### src/rtl/vga_fb_arbiter.sv
// ---------------------------------------------------------------------------
// vga_fb_arbiter
//
// Shares one single-port framebuffer RAM between the VGA scanout fetcher
// (read-only) and a drawing/CPU writer (write-only). Scanout wins by
// default. An urgent scanout request always wins. A writer that has lost
// STARVE_MAX cycles in a row beats a non-urgent scanout request. Every RAM
// control output is registered.
//
// Ports
//   clk, rst        system clock, asynchronous active-high reset
//   disp_req        scanout read request (one read per granted cycle)
//   disp_urgent     scanout line FIFO near-empty, display must win
//   disp_addr       scanout read address
//   disp_grant      display request accepted this cycle (combinational)
//   disp_valid      disp_data holds read data (3 cycles after grant)
//   disp_data       returned pixel
//   wr_req          writer request, level, held until wr_ack
//   wr_addr/wr_data write address/data, stable while wr_req is high
//   wr_ack          one-cycle pulse, write is on the RAM bus this cycle
//   wr_starved      writer wait counter has reached STARVE_MAX
//   mem_addr/mem_we/mem_wdata   registered RAM controls
//   mem_rdata       RAM read data, valid 1 cycle after a read address
// ---------------------------------------------------------------------------
module vga_fb_arbiter #(
    parameter int ADDR_W     = 17,
    parameter int DATA_W     = 12,
    parameter int STARVE_MAX = 8
) (
    input  logic              clk,
    input  logic              rst,
    input  logic              disp_req,
    input  logic              disp_urgent,
    input  logic [ADDR_W-1:0] disp_addr,
    output logic              disp_grant,
    output logic              disp_valid,
    output logic [DATA_W-1:0] disp_data,
    input  logic              wr_req,
    input  logic [ADDR_W-1:0] wr_addr,
    input  logic [DATA_W-1:0] wr_data,
    output logic              wr_ack,
    output logic              wr_starved,
    output logic [ADDR_W-1:0] mem_addr,
    output logic              mem_we,
    output logic [DATA_W-1:0] mem_wdata,
    input  logic [DATA_W-1:0] mem_rdata
);

    localparam logic [7:0] STARVE_CNT = 8'(STARVE_MAX);

    typedef enum logic [1:0] {
        GNT_IDLE  = 2'd0,
        GNT_DISP  = 2'd1,
        GNT_WRITE = 2'd2
    } gnt_t;

    gnt_t       gnt;
    logic [7:0] wait_cnt;
    logic [7:0] wait_nxt;
    // rd_v1: read address on the RAM bus, rd_v2: mem_rdata valid
    logic       rd_v1;
    logic       rd_v2;

    // Per-cycle arbitration. The !wr_ack terms stop the still-high wr_req
    // in its own ack cycle from winning a second time.
    always_comb begin
        gnt = GNT_IDLE;
        if (rst) begin
            gnt = GNT_IDLE;
        end else if (disp_req && disp_urgent) begin
            gnt = GNT_DISP;
        end else if (wr_req && wr_starved && !wr_ack) begin
            gnt = GNT_WRITE;
        end else if (disp_req) begin
            gnt = GNT_DISP;
        end else if (wr_req && !wr_ack) begin
            gnt = GNT_WRITE;
        end
    end

    assign disp_grant = (gnt == GNT_DISP);

    // Wait counter holds during the ack cycle and saturates while an urgent
    // display keeps beating a starved writer.
    always_comb begin
        wait_nxt = wait_cnt;
        if (!wr_req || gnt == GNT_WRITE) begin
            wait_nxt = 8'd0;
        end else if (!wr_ack && wait_cnt != STARVE_CNT) begin
            wait_nxt = wait_cnt + 8'd1;
        end
    end

    always_ff @(posedge clk or posedge rst) begin
        if (rst) begin
            wait_cnt   <= 8'd0;
            wr_starved <= 1'b0;
        end else begin
            wait_cnt   <= wait_nxt;
            wr_starved <= (wait_nxt == STARVE_CNT);
        end
    end

    // RAM bus: address holds its last value on idle cycles.
    always_ff @(posedge clk or posedge rst) begin
        if (rst) begin
            mem_addr  <= '0;
            mem_we    <= 1'b0;
            mem_wdata <= '0;
            wr_ack    <= 1'b0;
        end else begin
            mem_we <= (gnt == GNT_WRITE);
            wr_ack <= (gnt == GNT_WRITE);
            if (gnt == GNT_DISP) begin
                mem_addr <= disp_addr;
            end else if (gnt == GNT_WRITE) begin
                mem_addr  <= wr_addr;
                mem_wdata <= wr_data;
            end
        end
    end

    // Fixed 3-cycle read return: grant -> address -> RAM data -> disp_data.
    always_ff @(posedge clk or posedge rst) begin
        if (rst) begin
            rd_v1      <= 1'b0;
            rd_v2      <= 1'b0;
            disp_valid <= 1'b0;
            disp_data  <= '0;
        end else begin
            rd_v1      <= (gnt == GNT_DISP);
            rd_v2      <= rd_v1;
            disp_valid <= rd_v2;
            if (rd_v2) begin
                disp_data <= mem_rdata;
            end
        end
    end

endmodule

### config.mk
export PLATFORM = sky130hd
export DESIGN_NAME = vga_fb_arbiter
export DESIGN_NICKNAME = d
export VERILOG_FILES = /design/src/rtl/vga_fb_arbiter.sv
export SDC_FILE = /design/constraint.sdc
export NUM_CORES = 1
export LEC_CHECK = 0
export BUFFER_PORTS_ARGS = -buffer_cell sky130_fd_sc_hd__buf_4
export CAP_MARGIN = 40
export CORE_ASPECT_RATIO = 0.7
export CORE_MARGIN = 3
export CORE_UTILIZATION = 36
export CTS_CLUSTER_DIAMETER = 80
export DETAILED_ROUTE_END_ITERATION = 8
export GPL_ROUTABILITY_DRIVEN = 0
export PLACE_DENSITY = 0.6
export SYNTH_ARGS = -nofsm -noshare
export SYNTH_HDL_FRONTEND = slang
export SYNTH_SLANG_ARGS = --single-unit
export TNS_END_PERCENT = 30
### constraint.sdc
create_clock -name clk -period 2.7 [get_ports clk]
set_input_delay 0.27 -clock clk [delete_from_list [all_inputs] [get_ports clk]]
set_output_delay 0.27 -clock clk [all_outputs]
set_load 0.02 [all_outputs]
==> flow_summary.json <==
{
  "status": "completed",
  "max_freq_mhz": 501,
  "cts_sinks": 54,
  "syn_area_um2": 2410,
  "reg2reg_depth": 7,
  "cp.required_ps": 2430,
  "hold_path.class": "in -> async",
  "ctsResizeCount": 0,
  "dp_hpwl_mm": 4.02,
  "rows": 24,
  "yosys.area.top_type": "dfrtp_1",
  "p_sw_uw": 656,
  "postRouteAntennaNets": 0,
  "grt_max_degree": 35,
  "wire_per_inst_um": 13.2,
  "power_mw": 2.10,
  "crit_fanout": 7,
  "worstSetupEndpointType": "output pin",
  "die_area_um2": 7730,
  "start_util": 0.379,
  "final_nets": 379,
  "grt_pass1_wl_mm": 8.71,
  "holdBufCountCts": 0,
  "routed-wl-met3_um": 443,
  "dr.pass1.iters": 4,
  "yosys-top-cells-area": "dfrtp_1 (56%), mux2_2 (11%), mux2i_1 (7.9%)",
  "worstSetupEndpoint": "disp_grant",
  "reg2reg_from": "mem_we",
  "fin_skew_ps": 8.23,
  "fin_cells": 403,
  "htreeDepth": 2,
  "track_usage": 0.138,
  "io_buffers": 108,
  "post-route-min-period_ps": 2000,
  "layout-drive-gt1-share": 0.474,
  "syn-num-nets": 268,
  "synth_flop_cell": "dfrtp_1",
  "wl_met2_mm": 2.33,
  "synth.distinct_cells": 35,
  "p_leak_nw": 1.66,
  "syn_area_per_cell_um2": 12.0,
  "ios": 109,
  "clockPowerShare": 0.208,
  "setup_viol": 0,
  "wl_mm": 5.30,
  "cts_tree": "built",
  "fp.dieW_um": 104,
  "seqPwrFrac": 0.483,
  "yosysSeqAreaShare": 0.560,
  "rr_endpoint": "mem_addr[9]",
  "crit_arrival_ps": 1730,
  "drt_iter0_markers": 111,
  "final_util": 0.543,
  "worst_pin_slew_ps": 509,
  "ys_ff_latch": 54,
  "synth_common_cells": "dfrtp_1 (54), mux2_2 (24), o21ai_0 (21)",
  "grt_pass1_vias": 1815,
  "cts_setup_buffers": 0,
  "tns_ps": 0,
  "met1Wirelength_mm": 2.51,
  "grt_overflow": 0,
  "antenna_found_initial": 0,
  "internal_power_mw": 1.44,
  "reg2reg_slack_ps": 890,
  "core_area_um2": 6370,
  "combPwrFrac": 0.310,
  "place_inst": 396,
  "cts_made_buffers": 5,
  "maxSlewViolCount": 0,
  "clockBufferDepth": 2,
  "slew_headroom": 0.661,
  "dieHeight_um": 74.5,
  "synth_edf_count": 0,
  "n_antenna_cell": 0,
  "top_layer": "met4",
  "whs_ps": 1.99,
  "drcViolationCount": 0,
  "ir_drop_uv": 249,
  "synthCells": 201,
  "critPathLaunchType": "register",
  "clock_latency_ps": 300,
  "syn_to_final_growth_pct": 43.3,
  "clkTransAtPathRegs_ps": 100,
  "rsz0062_at_grt": "false",
  "synth.yosys.warnings": 0,
  "drv_cap": 0,
  "viasPerCell": 4.60,
  "path_class": "reg -> out",
  "yosysMostFrequentCell": "dfrtp_1",
  "min_period_over_period": 0.739,
  "power_density_nw_per_um2": 608,
  "swShare": 0.312,
  "cp-startpoint": "mem_we",
  "cts_root_buffer": "clkbuf_8",
  "hold_violations": 0,
  "async_flop_share": 1.00,
  "vias": 1853,
  "yosysTopAreaCellShare": 0.560
}
[sequential cells by signal, summed over array words and instances, names as in the netlist]
| signal | count |
|---|---|
| disp_data | 12 |
| disp_valid | 1 |
| mem_addr | 17 |
| mem_wdata | 12 |
| mem_we | 1 |
| rd_v1 | 1 |
| rd_v2 | 1 |
| wait_cnt | 8 |
| wr_starved | 1 |
[layout by cell type (no fill, tap or decap), types with 2 or more instances in the layout]
| master | netlist | routed |
|---|---|---|
| a21oi_1 | 2 | 2 |
| a31oi_1 | 2 | 2 |
| buf_4 | 1 | 110 |
| clkbuf_8 | 0 | 5 |
| dfrtp_1 | 54 | 54 |
| ha_1 | 4 | 4 |
| inv_1 | 6 | 5 |
| mux2_2 | 24 | 24 |
| mux2i_1 | 19 | 19 |
| nand2_1 | 19 | 19 |
| nand2b_1 | 3 | 3 |
| nand3_1 | 2 | 2 |
| nand3b_1 | 2 | 2 |
| nor2_1 | 10 | 10 |
| nor3_1 | 2 | 2 |
| o21ai_0 | 21 | 21 |
| xnor2_1 | 4 | 4 |
| xor2_1 | 3 | 3 |
[worst min-delay path by stage]
stage	slack (ps)	startpoint	cells after the start	to
floorplan	330	rd_v1	0	rd_v2
global placement	340	rd_v1	0	rd_v2
detailed placement	350	rd_v1	0	rd_v2
CTS	20	rst	2	wait_cnt[3]
global route	40	rst	2	wait_cnt[3]
finish	2	rst	2	wait_cnt[4]
[power groups by stage]
| stage | registers, mW | clock network (mW) | logic (mW) |
|---|---|---|---|
| 3_5_place_dp | 1.03 | 0 | 0.663 |
| 6_report | 1.01 | 0.437 | 0.650 |
| 2_1_floorplan | 1.18 | 0 | 0.182 |
| 4_1_cts | 1.01 | 0.463 | 0.662 |
| 3_3_place_gp | 1.03 | 0 | 0.645 |
| 5_1_grt | 1.03 | 0.491 | 0.704 |
[layout make-up]
type	instances	area, µm²
Tap cell	91	114
Timing Repair Buffer	113	888
Sequential cell	54	1350
Fill cell	571	2910
Multi-Input combinational cell	132	997
Inverter	6	22.5
Clock inverter	2	13.8
Clock buffer	5	68.8
[metal layers]
layer  global-route usage  vias up
met4               0.0280        0
li1                     -      922
met3               0.0494        3
met5                    0        -
met1                0.187      851
met2                0.217       77
[critical path, cell delays in order (launching register included)]
cell	delay (ps)
dfrtp_1	390
nand2b_1	150
o21ai_0	250
inv_1	70
ha_1	340
buf_4	220
[cells by family after synthesis]
group,synth area share
flops,0.560
buf+inv,0.0259
fa+ha+maj,0.0208
compound gates,0.0810
mux,0.191
simple gates,0.0955
xor+xnor,0.0254
[stage by stage]
stage / instance area [µm²] / worst slack (ps)
2_1_floorplan: 2410 / 590
3_3_place_gp: 3330 / 547
3_5_place_dp: 3370 / 877
4_1_cts: 3460 / 663
5_1_grt: 3460 / 579
6_report: 3460 / 705
No activity file was read; power rests on OpenSTA's default activity.
